<file path="src/rtl/uart_pkg.sv">
`default_nettype none
// ============================================================================
// uart_pkg : shared UART definitions (scheduler FSM encoding, register map)
// Rev 1.0
// ============================================================================
package uart_pkg;

    typedef enum logic [1:0] {
        IDLE      = 2'd0,
        LAUNCH    = 2'd1,
        WAIT_BUSY = 2'd2,
        WAIT_DONE = 2'd3
    } state_t;

    localparam logic [31:0] C_TXD_ADDR = 32'h4000_0018;
    localparam logic [31:0] C_CON_ADDR = 32'h4000_0020;

endpackage
`default_nettype wire

</file>
<file path="src/rtl/uart_byte_fifo.sv">
`default_nettype none
// ============================================================================
// uart_byte_fifo : 8-bit wide synchronous FIFO with push/pop/flush
// Rev 1.0
// ============================================================================
module uart_byte_fifo #(
    parameter int DEPTH = 4
) (
    input  logic       sysclk,
    input  logic       reset,
    input  logic       push,
    input  logic [7:0] push_data,
    input  logic       pop,
    input  logic       flush,
    output logic [7:0] pop_data,
    output logic       full,
    output logic       empty
);
    import uart_pkg::*;

    localparam int              C_AW   = $clog2(DEPTH);
    localparam int              C_CW   = C_AW + 1;
    localparam logic [C_CW-1:0] C_FULL = C_CW'(DEPTH);

    logic [7:0]      r_mem [DEPTH];
    logic [C_AW-1:0] r_wr_ptr;
    logic [C_AW-1:0] r_rd_ptr;
    logic [C_CW-1:0] r_count;
    logic            w_push_ok;
    logic            w_pop_ok;

    assign full      = (r_count == C_FULL);
    assign empty     = (r_count == '0);
    // A full FIFO refuses pushes even when a pop frees a slot in the same cycle.
    assign w_push_ok = push && !full && !flush;
    assign w_pop_ok  = pop && !empty;
    assign pop_data  = r_mem[r_rd_ptr];

    always_ff @(posedge sysclk) begin
        if (w_push_ok) begin
            r_mem[r_wr_ptr] <= push_data;
        end
    end

    always_ff @(posedge sysclk or negedge reset) begin
        if (!reset) begin
            r_wr_ptr <= '0;
            r_rd_ptr <= '0;
            r_count  <= '0;
        end else if (flush) begin
            r_wr_ptr <= '0;
            r_rd_ptr <= '0;
            r_count  <= '0;
        end else begin
            if (w_push_ok) begin
                r_wr_ptr <= r_wr_ptr + C_AW'(1);
            end
            if (w_pop_ok) begin
                r_rd_ptr <= r_rd_ptr + C_AW'(1);
            end
            case ({w_push_ok, w_pop_ok})
                2'b10:   r_count <= r_count + C_CW'(1);
                2'b01:   r_count <= r_count - C_CW'(1);
                default: r_count <= r_count;
            endcase
        end
    end

endmodule
`default_nettype wire

</file>
<file path="src/rtl/uart_tx_scheduler.sv">
`default_nettype none
// ============================================================================
// uart_tx_scheduler : round-robin sharing of one UART sender by two byte FIFOs
// Rev 1.0
// ============================================================================
module uart_tx_scheduler #(
    parameter int FIFO_DEPTH   = 4,
    parameter int BUSY_TIMEOUT = 16
) (
    input  logic       sysclk,
    input  logic       reset,
    input  logic       req0_valid,
    input  logic [7:0] req0_data,
    output logic       req0_ready,
    input  logic       req1_valid,
    input  logic [7:0] req1_data,
    output logic       req1_ready,
    input  logic       flush,
    input  logic       tx_status,
    output logic       tx_en,
    output logic [7:0] tx_data,
    output logic       busy,
    output logic       done,
    output logic       done_id,
    output logic       timeout_err
);
    import uart_pkg::*;

    localparam logic [7:0] C_TIMEOUT = 8'(BUSY_TIMEOUT);

    logic       w_full0;
    logic       w_empty0;
    logic       w_full1;
    logic       w_empty1;
    logic [7:0] w_head0;
    logic [7:0] w_head1;
    logic       w_launch;
    logic       w_pick;
    logic       w_pop0;
    logic       w_pop1;

    state_t     r_state;
    logic       r_last_grant;
    logic       r_grant_id;
    logic [7:0] r_timer;

    assign req0_ready = !w_full0;
    assign req1_ready = !w_full1;

    uart_byte_fifo #(.DEPTH(FIFO_DEPTH)) u_fifo0 (
        .sysclk    (sysclk),
        .reset     (reset),
        .push      (req0_valid),
        .push_data (req0_data),
        .pop       (w_pop0),
        .flush     (flush),
        .pop_data  (w_head0),
        .full      (w_full0),
        .empty     (w_empty0)
    );

    uart_byte_fifo #(.DEPTH(FIFO_DEPTH)) u_fifo1 (
        .sysclk    (sysclk),
        .reset     (reset),
        .push      (req1_valid),
        .push_data (req1_data),
        .pop       (w_pop1),
        .flush     (flush),
        .pop_data  (w_head1),
        .full      (w_full1),
        .empty     (w_empty1)
    );

    // With both queues occupied, the requester that did not go last wins.
    always_comb begin
        w_pick = 1'b0;
        if (!w_empty0 && !w_empty1) begin
            w_pick = ~r_last_grant;
        end else begin
            w_pick = w_empty0;
        end
    end

    assign w_launch = (r_state == IDLE) && tx_status && !(w_empty0 && w_empty1);
    assign w_pop0   = w_launch && !w_pick;
    assign w_pop1   = w_launch && w_pick;

    always_ff @(posedge sysclk or negedge reset) begin
        if (!reset) begin
            r_state      <= IDLE;
            r_last_grant <= 1'b1;
            r_grant_id   <= 1'b0;
            r_timer      <= '0;
            tx_en        <= 1'b0;
            tx_data      <= '0;
            busy         <= 1'b0;
            done         <= 1'b0;
            done_id      <= 1'b0;
            timeout_err  <= 1'b0;
        end else begin
            tx_en       <= 1'b0;
            done        <= 1'b0;
            timeout_err <= 1'b0;
            case (r_state)
                IDLE: begin
                    if (w_launch) begin
                        tx_data      <= w_pick ? w_head1 : w_head0;
                        r_grant_id   <= w_pick;
                        r_last_grant <= w_pick;
                        busy         <= 1'b1;
                        r_state      <= LAUNCH;
                    end
                end
                LAUNCH: begin
                    tx_en   <= 1'b1;
                    r_timer <= '0;
                    r_state <= WAIT_BUSY;
                end
                WAIT_BUSY: begin
                    if (!tx_status) begin
                        r_state <= WAIT_DONE;
                    end else if (r_timer + 8'd1 == C_TIMEOUT) begin
                        // Sender never acknowledged: drop the byte silently.
                        timeout_err <= 1'b1;
                        busy        <= 1'b0;
                        r_state     <= IDLE;
                    end else begin
                        r_timer <= r_timer + 8'd1;
                    end
                end
                WAIT_DONE: begin
                    if (tx_status) begin
                        done    <= 1'b1;
                        done_id <= r_grant_id;
                        busy    <= 1'b0;
                        r_state <= IDLE;
                    end
                end
                default: r_state <= IDLE;
            endcase
        end
    end

endmodule
`default_nettype wire

</file>
<file path="config.mk">
export PLATFORM = sky130hd
export DESIGN_NAME = uart_tx_scheduler
export DESIGN_NICKNAME = d
export VERILOG_FILES = /design/src/rtl/uart_pkg.sv /design/src/rtl/uart_byte_fifo.sv /design/src/rtl/uart_tx_scheduler.sv
export SDC_FILE = /design/constraint.sdc
export NUM_CORES = 1
export LEC_CHECK = 0
export BUFFER_PORTS_ARGS = -buffer_cell sky130_fd_sc_hd__clkbuf_2
export CAP_MARGIN = 20
export CORE_MARGIN = 2
export CORE_UTILIZATION = 25
export CTS_CLUSTER_DIAMETER = 200
export DETAILED_ROUTE_END_ITERATION = 8
export GPL_TIMING_DRIVEN = 1
export PLACE_DENSITY = 0.46
export SYNTH_ARGS = -nofsm -noshare
export SYNTH_HDL_FRONTEND = slang
export SYNTH_SLANG_ARGS = --single-unit
export TNS_END_PERCENT = 10
</file>
<file path="constraint.sdc">
create_clock -name sysclk -period 7.3 [get_ports sysclk]
set_input_delay 1.095 -clock sysclk [delete_from_list [all_inputs] [get_ports sysclk]]
set_output_delay 1.095 -clock sysclk [all_outputs]
set_load 0.02 [all_outputs]
</file>
==> impl_metrics.yaml, run 1 <==
run_status:
  status: "completed"
flow_run:
  cap_violations: 0
timing:
  finalSetupTns_ns: 0
  hold_viol_final: 0
  period_share: 0.401
  finalMaxSlewViolations: 0
  rsz0062_at_grt: "false"
  finalSetupViolations: 0
  tightest_slew_ns: 0.731
  setup_ws_ns: 4.37
  slew_headroom: 0.513
  period_needed_ns: 2.93
  fin_skew_ns: 0.00716
  fmax_mhz: 342
yosys:
  synthCells: 312
  synth_top_family_by_area: "simple AND/OR/NAND/NOR gates"
  synth_mux_area_frac: 0.0979
  ys_warn_count: 0
  synth_seq_area_share: 0.641
  syn_avg_cell_area_um2: 14.5
  synthXorXnorAreaFrac: 0.0271
  syn-num-nets: 350
  synth_seq_cells: 103
  synth-simple-area-share: 0.108
  synth_compound_area_frac: 0.0622
  syn-cell-area_um2: 4530
  synthAdderAreaFrac: 0.0476
  synth_cell_type_count: 43
setup_path:
  reg2reg_from: "r_state[1]"
  critPathMaxFanout: 16
  cp-end-kind: "register"
  r2r_setup_slack_ns: 4.56
  crit_required_ns: 7.54
  crit_arrival_ns: 3.16
  critPathLaunchType: "input port"
  startpoint: "tx_status"
  r2r_end: "u_fifo1.r_count[2]"
  reg2reg_depth: 9
  setup.worst_path.class: "input port to register"
floorplanning:
  rows: 49
  fp.dieW_um: 139
  start_util: 0.254
  dieArea_um2: 19200
  io_pins: 37
  coreArea_um2: 17800
  die_h_um: 139
routing:
  wl_met1_um: 4200
  top_layer: "met4"
  vias: 2575
  wl_met2_um: 4340
  remaining_drc_errors: 0
  postRouteWirelength_um: 8960
  ant_nets: 0
  drt-wirelength-per-cell_um: 15.4
  drtIter0Drc: 124
  dr.pass1.iters: 4
  routed_via_density: 4.42
  wl_met3_um: 331
cells_and_area:
  fill_cells: 1799
  syn2layout_area_growth_pct: 16.1
  final_common_cell: "edfxtp_1"
  layout-drive-gt1-share: 0.224
  layout.cells.most_common_list: "edfxtp_1, dfrtp_1, clkbuf_2"
  diodes: 0
  finalNetCount: 386
placed_design:
  placement.setup.worst_slack_ns: 4.02
  dp.final_hpwl_um: 6150
  gp_congestion: 0.707
  port_buffers: 36
global_routing:
  grt_pass1_wl_um: 14700
  grt_overflow: 0
  antenna_found_initial: 0
  grt_usage: 0.0990
  grt_max_degree: 40
  grt_pass1_vias: 2707
cts:
  cts_tree: "yes"
  cts_resized: 0
  clkSinkCount: 103
  cts_max_level: 3
  clockBufferDepth: 2
  clockRootBuffer: "clkbuf_16"
  clk_latency_ns: 0.35
  postCtsSetupRepairBufs: 0
  cts-buffers-inserted: 9
  postCtsHoldBufs: 0
  cts.clk_slew.worst_paths_ns: 0.08
min_path:
  hold_class: "register to register"
  hold_end: "tx_data[6]"
  hp-start: "tx_data[6]"
  hold_path_depth: 2
power_and_ir_drop:
  power_density_nw_per_um2: 307
  leakagePower_nw: 2.01
  vdd_drop_max_mv: 0.170
[critical path, cell delays in order]
cell and delay (ns):
clkbuf_2 0.28, nand2_1 0.15, a211oi_4 0.64, nor2b_1 0.24, fa_1 0.20, nand3_1 0.07, o22ai_1 0.14, mux2_2 0.35
[final cells by class]
class                      instances  area, um^2  share of cell area
inverter                           8        30.0             0.00571
clock buffer                      10         229              0.0436
timing repair buffer              37         200              0.0381
multi-input combinational        189        1550               0.295
tap                              229         287              0.0545
clock inverter                     6        62.6              0.0119
sequential                       103        2900               0.552
[routing by layer]
layer	track usage	up-vias
met5	0	-
met4	0.0258	0
met3	0.0290	9
met2	0.165	43
met1	0.126	1305
li1	-	1218
[how the worst max path moves through the flow]
stage / cells after the start / endpoint / slack [ns]
floorplan: 8 / u_fifo1.r_count[2] / 4.56
global placement: 8 / u_fifo1.r_count[2] / 4.06
detailed placement: 8 / u_fifo1.r_count[2] / 4.02
CTS: 8 / u_fifo1.r_count[2] / 4.39
global route: 8 / u_fifo1.r_count[2] / 4.21
finish: 8 / u_fifo1.r_count[2] / 4.37
[registers in the layout (all words and copies together), names as in the netlist]
name and count:
u_fifo0.r_mem 32, r_state 2, tx_en 1, r_timer 8
timeout_err 1, r_grant_id 1, u_fifo0.r_wr_ptr 2, done 1
r_last_grant 1, u_fifo1.r_rd_ptr 2, u_fifo1.r_count 3, u_fifo1.r_mem 32
u_fifo0.r_count 3, busy 1, done_id 1, u_fifo1.r_wr_ptr 2
u_fifo0.r_rd_ptr 2, tx_data 8
[Yosys cell counts, drive strengths merged]
master   count  area share
edfxtp      64        0.42
dfrtp       38        0.21
nand2       31       0.026
nor2        21       0.017
mux4        16       0.080
ha          14       0.039
and2        11       0.015
xnor2       11       0.021
nand3        9       0.010
a21o         8       0.013
a22oi        8       0.013
clkbuf       8      0.0066
inv          8      0.0066
a21oi        7      0.0086
nor3         7       0.010
mux2i        6       0.013
o21ai        6      0.0066
buf          4      0.0039
nor3b        4      0.0066
nor2b        3      0.0041
o22ai        3      0.0041
or3          3      0.0053
xor2         3      0.0058
a221oi       2      0.0039
fa           2      0.0088
mux2         2      0.0050
or3b         2      0.0039
a2111oi      1      0.0019
a211oi       1      0.0044
and4         1      0.0019
and4b        1      0.0022
dfstp        1      0.0058
nand2b       1      0.0014
nand4        1      0.0014
nand4b       1      0.0019
o2111a       1      0.0025
o2111ai      1      0.0019
o21a         1      0.0017
[power by group]
| group | internal, mW | switching [mW] | leakage [nW] |
|---|---|---|---|
| sequential | 0.696 | 0.0678 | 1.09 |
| clock | 0.241 | 0.232 | 0.142 |
| combinational | 0.153 | 0.222 | 0.777 |
[metrics by stage]
stage	cells	instance area, um^2	utilization	power [mW]	hold slack, ns
global placement	565	4940	0.277	1.15	0.458
CTS	581	5240	0.293	1.64	0.486
finish	582	5260	0.295	1.61	0.482
detailed placement	565	4940	0.277	1.16	0.465
floorplan	312	4530	-	1.04	0.444
global route	582	5260	0.295	1.71	0.528
[cells by family after synthesis]
kind of cell / Yosys count
flip-flops: 103
AND/OR/NAND/NOR: 96
buffers and inverters: 20
XOR/XNOR: 14
multiplexers: 24
adder cells (fa/ha/maj): 16
AO/OA/AOI/OAI: 39
(Power assumes the default switching activity.)
==> run 2, diff against run 1 <==
clock period = 3 ns   (was 7.3 ns; I/O delays follow)
==> run 2 against run 1 <==
First-iteration DRC count up 3.2%. Sequential power up 140%. Register-to-register slack got worse by 3.9 ns. Design area up 0.50%. Sequential share of layout area is 0.27 points lower. Die area unchanged. Power grew 140%. Via count rose by 1.3%. Clock skew grew 0.0010 ns. Largest cell class unchanged. Highest routed layer unchanged.
==> impl_metrics.yaml, run 2 (synthesized netlist as in run 1, its figures left out) <==
routing:
  remaining_drc_errors: 0
  drtIter0Drc: 128
  ant_nets: 0
  routed_via_density: 4.45
  dr.pass1.iters: 6
  drt-wirelength-per-cell_um: 15.9
  postRouteWirelength_um: 9320
  vias: 2609
cts:
  cts_tree: "yes"
  postCtsSetupRepairBufs: 0
  clkSinkCount: 103
  cts-buffers-inserted: 9
  clk_latency_ns: 0.35
  clockBufferDepth: 2
  cts.clk_slew.worst_paths_ns: 0.08
  cts_max_level: 3
  clockRootBuffer: "clkbuf_16"
power_and_ir_drop:
  p_clk_frac: 0.289
  vdd_drop_max_mv: 0.425
  leakagePower_nw: 2.03
  p_total_mw: 3.93
  switching_share: 0.324
  cellInternalPower_mw: 2.66
  power_density_nw_per_um2: 744
  net-switching-power_mw: 1.27
  p_seq_frac: 0.472
  combPwrFrac: 0.239
placed_design:
  gp_congestion: 0.741
  port_buffers: 36
  placement.setup.worst_slack_ns: 0.674
  dp.final_hpwl_um: 6440
cells_and_area:
  fill_cells: 1810
  layout.cells.most_common_list: "edfxtp_1, dfrtp_1, clkbuf_2"
  layout-drive-gt1-share: 0.230
  syn2layout_area_growth_pct: 16.7
  reg_top3: "u_fifo0.r_mem: 32 flops, u_fifo1.r_mem: 32 flops"
  finalNetCount: 390
  diodes: 0
  final_common_cell: "edfxtp_1"
setup_path:
  crit_chain: "or3b_2 > nand2_1 > nor2_1 > nor2b_1 > fa_1 > nand3_1 > o22ai_1 > mux2_2"
  r2r_end: "u_fifo1.r_count[2]"
  critPathSlowestCell: "or3b_2"
  critPathLaunchType: "register"
  critPathMaxFanout: 5
  reg2reg_depth: 8
  r2r_setup_slack_ns: 0.65
  crit_arrival_ns: 2.59
  crit_required_ns: 3.23
  reg2reg_from: "u_fifo1.r_count[0]"
  cp-end-kind: "register"
  setup.worst_path.class: "register to register"
  cp_slowest_stage_delay_ns: 0.53
run_status:
  status: "completed"
min_path:
  hold_path_depth: 1
  hold_end: "u_fifo1.r_mem[2][5]"
  hp-start: "req1_data[5]"
  hold_class: "input port to register"
floorplanning:
  start_util: 0.254
  io_pins: 37
  coreArea_um2: 17800
  dieArea_um2: 19200
  fp.dieW_um: 139
  rows: 49
  die_h_um: 139
timing:
  tightest_slew_ns: 0.742
  rsz0062_at_grt: "false"
  finalSetupTns_ns: 0
  fin_skew_ns: 0.00818
  slew_headroom: 0.505
  holdWs_ns: 0.316
  period_share: 0.785
  finalSetupViolations: 0
  fmax_mhz: 425
  hold_viol_final: 0
  period_needed_ns: 2.35
  setup_ws_ns: 0.646
  finalMaxSlewViolations: 0
global_routing:
  grt_max_degree: 40
  grt_pass1_vias: 2839
  antenna_found_initial: 0
  grt_usage: 0.105
  grt_pass1_wl_um: 15700
  grt_overflow: 0
flow_run:
  cap_violations: 0
run 2: cell count changes in the layout (fill, tap and decap cells not counted):
cell           before  now
buf_4               0    3
clkinv_4            2    0
clkbuf_1            1    0
clkinv_1            0    1
clkinv_8            1    0
clkinvlp_4          0    1
dlygate4sd3_1       0    1
inv_6               2    3
inv_8               1    2
run 2: cell type report:
cell class | instances | area (um^2) | area share
multi-input combinational | 189 | 1550 | 0.293
sequential | 103 | 2900 | 0.549
inverter | 8 | 30.0 | 0.00568
tap | 229 | 287 | 0.0542
timing repair buffer | 41 | 233 | 0.0441
clock buffer | 9 | 225 | 0.0426
clock inverter | 7 | 60.1 | 0.0114
run 2: worst max-delay path by stage:
| stage | startpoint | endpoint | slack (ns) | cells after the start |
|---|---|---|---|---|
| global route | u_fifo1.r_count[0] | u_fifo1.r_count[2] | 0.48 | 8 |
| global placement | u_fifo1.r_count[0] | u_fifo1.r_count[2] | 0.72 | 8 |
| finish | u_fifo1.r_count[0] | u_fifo1.r_count[2] | 0.65 | 8 |
| detailed placement | u_fifo1.r_count[0] | u_fifo1.r_count[2] | 0.67 | 8 |
| CTS | u_fifo1.r_count[0] | u_fifo1.r_count[2] | 0.66 | 8 |
| floorplan | r_state[0] | u_fifo1.r_count[2] | 0.57 | 10 |
run 2: critical path, delay by kind of cell, from the launching register on:
family	cells	cell delay (ns)
simple gates	5	1.11
mux	1	0.35
fa+ha+maj	1	0.20
flops	1	0.43
compound gates	1	0.15
run 2: timing repair:
item	CTS	global route
endpoints found under the setup margin	0	0
hold buffers	0	1
endpoints found under the hold margin	0	6
resized for setup	0	0
run 2: power by group through the flow:
stage               clock (mW)  sequential, mW  combinational (mW)
floorplan                    0            1.91               0.613
global placement             0            1.88               0.930
detailed placement           0            1.89               0.954
CTS                       1.18            1.86               0.957
global route              1.24            1.88                1.07
finish                    1.13            1.85               0.940
run 2: metal layers:
layer,vias up,part of all wire,GRT usage
li1,1230,-,-
met1,1325,0.45,0.131
met2,43,0.49,0.178
met3,11,0.039,0.0349
met4,0,0.012,0.0242
met5,-,0,0
run 2: through the flow:
stage                     cells  area, um^2   util
after floorplan             312        4530      -
after CTS                   584        5250  0.294
after global placement      568        4970  0.278
after detailed placement    568        4970  0.278
after global routing        586        5280  0.296
final                       586        5280  0.296
==> run 3, diff against run 2 <==
ABC_AREA = 1   (was unset)
PLACE_DENSITY = 0.47   (was 0.46)
clock period = 1.98 ns   (was 3 ns; I/O delays follow)
==> run 3 against run 2 <==
Flip-flop and latch count unchanged. Power is 73% higher. Largest cell class unchanged. Via count is 27% higher. Clock skew is 0.00094 ns higher. Largest power group unchanged. Critical endpoint unchanged. Combinational power increased by 130%. Synthesized cell count increased by 46%. Hold slack worse by 0.31 ns.
==> impl_metrics.yaml, run 3 <==
cells_and_area:
  finalNetCount: 564
  fill_cells: 1893
  layout-drive-gt1-share: 0.220
  syn2layout_area_growth_pct: 22.7
  layout.cells.most_common_list: "nand2_1, edfxtp_1, o21ai_0"
  reg_top3: "u_fifo0.r_mem: 32 flops, u_fifo1.r_mem: 32 flops"
  final_common_cell: "nand2_1"
  diodes: 0
floorplanning:
  die_h_um: 140
  rows: 49
  io_pins: 37
  dieArea_um2: 19600
  fp.dieW_um: 140
  coreArea_um2: 18000
  start_util: 0.256
global_routing:
  top_usage_layer: "met2"
  grt_pass1_vias: 3425
  grt_util_met2: 0.182
  antenna_found_initial: 0
  grtUsageMet1: 0.143
  met3_usage: 0.0332
  grt_usage: 0.111
  grt_max_degree: 40
  grt_pass1_wl_um: 17200
  grt_overflow: 0
yosys:
  synth_edf_count: 64
  synth_common_cells: "nand2_1, edfxtp_1, inv_1"
  async_flop_share: 0.379
  synth_top_area_cell: "edfxtp_1"
  synth_mux_area_frac: 0
  synthTopCellsByArea: "edfxtp_1, dfrtp_1, nand2_1"
  syn-cell-area_um2: 4620
  synth_top_flop_cell: "edfxtp_1"
  synthXorXnorAreaFrac: 0.00379
  syn-num-nets: 494
  ys_warn_count: 0
  synth_top_area_share: 0.416
  synth.most_common_cell: "nand2_1"
  synth_top_family_by_area: "simple AND/OR/NAND/NOR gates"
  synth_compound_area_frac: 0.0828
  synthCells: 456
  synth_cell_type_count: 30
  synth_seq_cells: 103
  synthAdderAreaFrac: 0.0466
  syn_avg_cell_area_um2: 10.1
  synth_seq_area_share: 0.627
  synth-simple-area-share: 0.190
timing:
  tightest_slew_ns: 0.530
  period_needed_ns: 1.89
  slew_headroom: 0.647
  period_share: 0.954
  holdWs_ns: 0.00952
  fmax_mhz: 529
  finalMaxSlewViolations: 0
  finalSetupViolations: 0
  fin_skew_ns: 0.00911
  rsz0062_at_grt: "true"
  hold_viol_final: 0
  finalSetupTns_ns: 0
routing:
  postRouteWirelength_um: 10100
  ant_nets: 0
  drt-wirelength-per-cell_um: 13.3
  drtIter0Drc: 181
  routed_via_density: 4.37
  dr.pass1.iters: 4
  remaining_drc_errors: 0
  vias: 3319
cts:
  clkSinkCount: 103
  cts_max_level: 3
  cts.clk_slew.worst_paths_ns: 0.07
  postCtsHoldBufs: 0
  clk_latency_ns: 0.35
  clockRootBuffer: "clkbuf_16"
  cts_tree: "yes"
  cts-buffers-inserted: 9
  clockBufferDepth: 2
setup_path:
  cpMostUsedCell: "nand2_1"
  critPathMaxFanout: 2
  r2r_setup_slack_ns: 0.09
  cp_slowest_stage_delay_ns: 0.38
  crit_chain: "inv_1 > ha_2 > nand2_1 > o21bai_2 > nor2_2 > nand2_2 > inv_2 > fa_2 > xnor2_2 > inv_1 > nand2_1 > nand2_1 > nand3_1 > nand2_1"
  setup.worst_path.class: "register to register"
  crit_required_ns: 2.22
  r2r_end: "u_fifo1.r_count[2]"
  cp_top_family: "simple AND/OR/NAND/NOR gates"
  critPathSlowestCell: "dfrtp_1"
  cp-end-kind: "register"
  crit_arrival_ns: 2.13
  critPathLaunchType: "register"
  reg2reg_depth: 14
  crit_buf_inv: 3
  reg2reg_from: "r_state[0]"
power_and_ir_drop:
  vdd_drop_max_mv: 0.989
  leakagePower_nw: 2.45
  power_density_nw_per_um2: 1200
placed_design:
  dp.final_hpwl_um: 7040
  port_buffers: 36
  gp_congestion: 0.792
run_status:
  status: "completed"
min_path:
  hold_class: "input port to asynchronous set/reset pin"
flow_run:
  cap_violations: 0
-- run 3: changes by cell type after synthesis, moves of 6 or more --
cell	change
and2_1	-11
a21oi_1	+9
mux4_2	-16
nand2_1	+84
xnor2_1	-9
nand3_1	+27
a21o_1	-8
mux2i_1	-6
o21ai_0	+33
inv_1	+32
nor2_1	+18
a22oi_1	-7
o22ai_1	+9
-- run 3: through the flow --
step                       util  total power [mW]  cells  area [um^2]  worst slack [ns]
after floorplan               -              4.11    456         4630           -0.0117
after global placement    0.293              4.87    742         5290            0.0666
after detailed placement  0.293              4.90    742         5290           0.00932
after CTS                 0.311              6.82    758         5610           0.00582
after global routing      0.315              7.33    760         5670           -0.0847
final                     0.315              6.81    760         5670            0.0914
-- run 3: area by class of cell --
class,count,area (um^2),area share
clock buffer,9,225,0.0397
tap,229,287,0.0505
timing repair buffer,71,443,0.0781
multi-input combinational,296,1550,0.274
inverter,45,169,0.0298
sequential,103,2900,0.511
clock inverter,7,95.1,0.0168
-- run 3: per-layer routing --
metal  vias to the layer above  share of wire
met1                      1573           0.47
met2                        62           0.47
met5                         -              0
li1                       1673              -
met4                         0          0.012
met3                        11          0.051
-- run 3: how the worst max path moves through the flow --
stage | from | to | slack [ns] | depth (start not counted)
4_1_cts | u_fifo0.r_count[1] | u_fifo0.r_count[2] | 0.006 | 13
5_1_grt | u_fifo0.r_count[2] | u_fifo0.r_count[2] | -0.08 | 12
2_1_floorplan | u_fifo1.r_count[1] | u_fifo1.r_count[2] | -0.01 | 12
3_3_place_gp | r_state[0] | u_fifo1.r_count[2] | 0.07 | 14
3_5_place_dp | r_state[0] | u_fifo1.r_count[2] | 0.009 | 14
6_report | r_state[0] | u_fifo1.r_count[2] | 0.09 | 14
-- run 3: timing repair --
action / CTS / global route
endpoints found under the setup margin: 1 / 7
pin swaps: 2 / 7
gates resized for setup: 2 / 13
buffers inserted: 0 / 2
-- run 3: power breakdown --
part	switching [mW]	internal, mW
Combinational	1.33	0.824
Clock	0.853	1.02
Sequential	0.174	2.60
-- run 3: worst register-to-register path, cell delays in order, from the launching register on --
cell	delay [ns]
dfrtp_1	0.38
inv_1	0.09
ha_2	0.19
nand2_1	0.07
o21bai_2	0.20
nor2_2	0.12
nand2_2	0.07
inv_2	0.06
fa_2	0.21
xnor2_2	0.12
inv_1	0.06
nand2_1	0.06
nand2_1	0.05
nand3_1	0.06
nand2_1	0.05
-- run 3: cells by family after synthesis --
| group | after synthesis |
|---|---|
| simple gates | 206 |
| compound gates | 72 |
| buf+inv | 57 |
| xor+xnor | 2 |
| flops | 103 |
| fa+ha+maj | 16 |
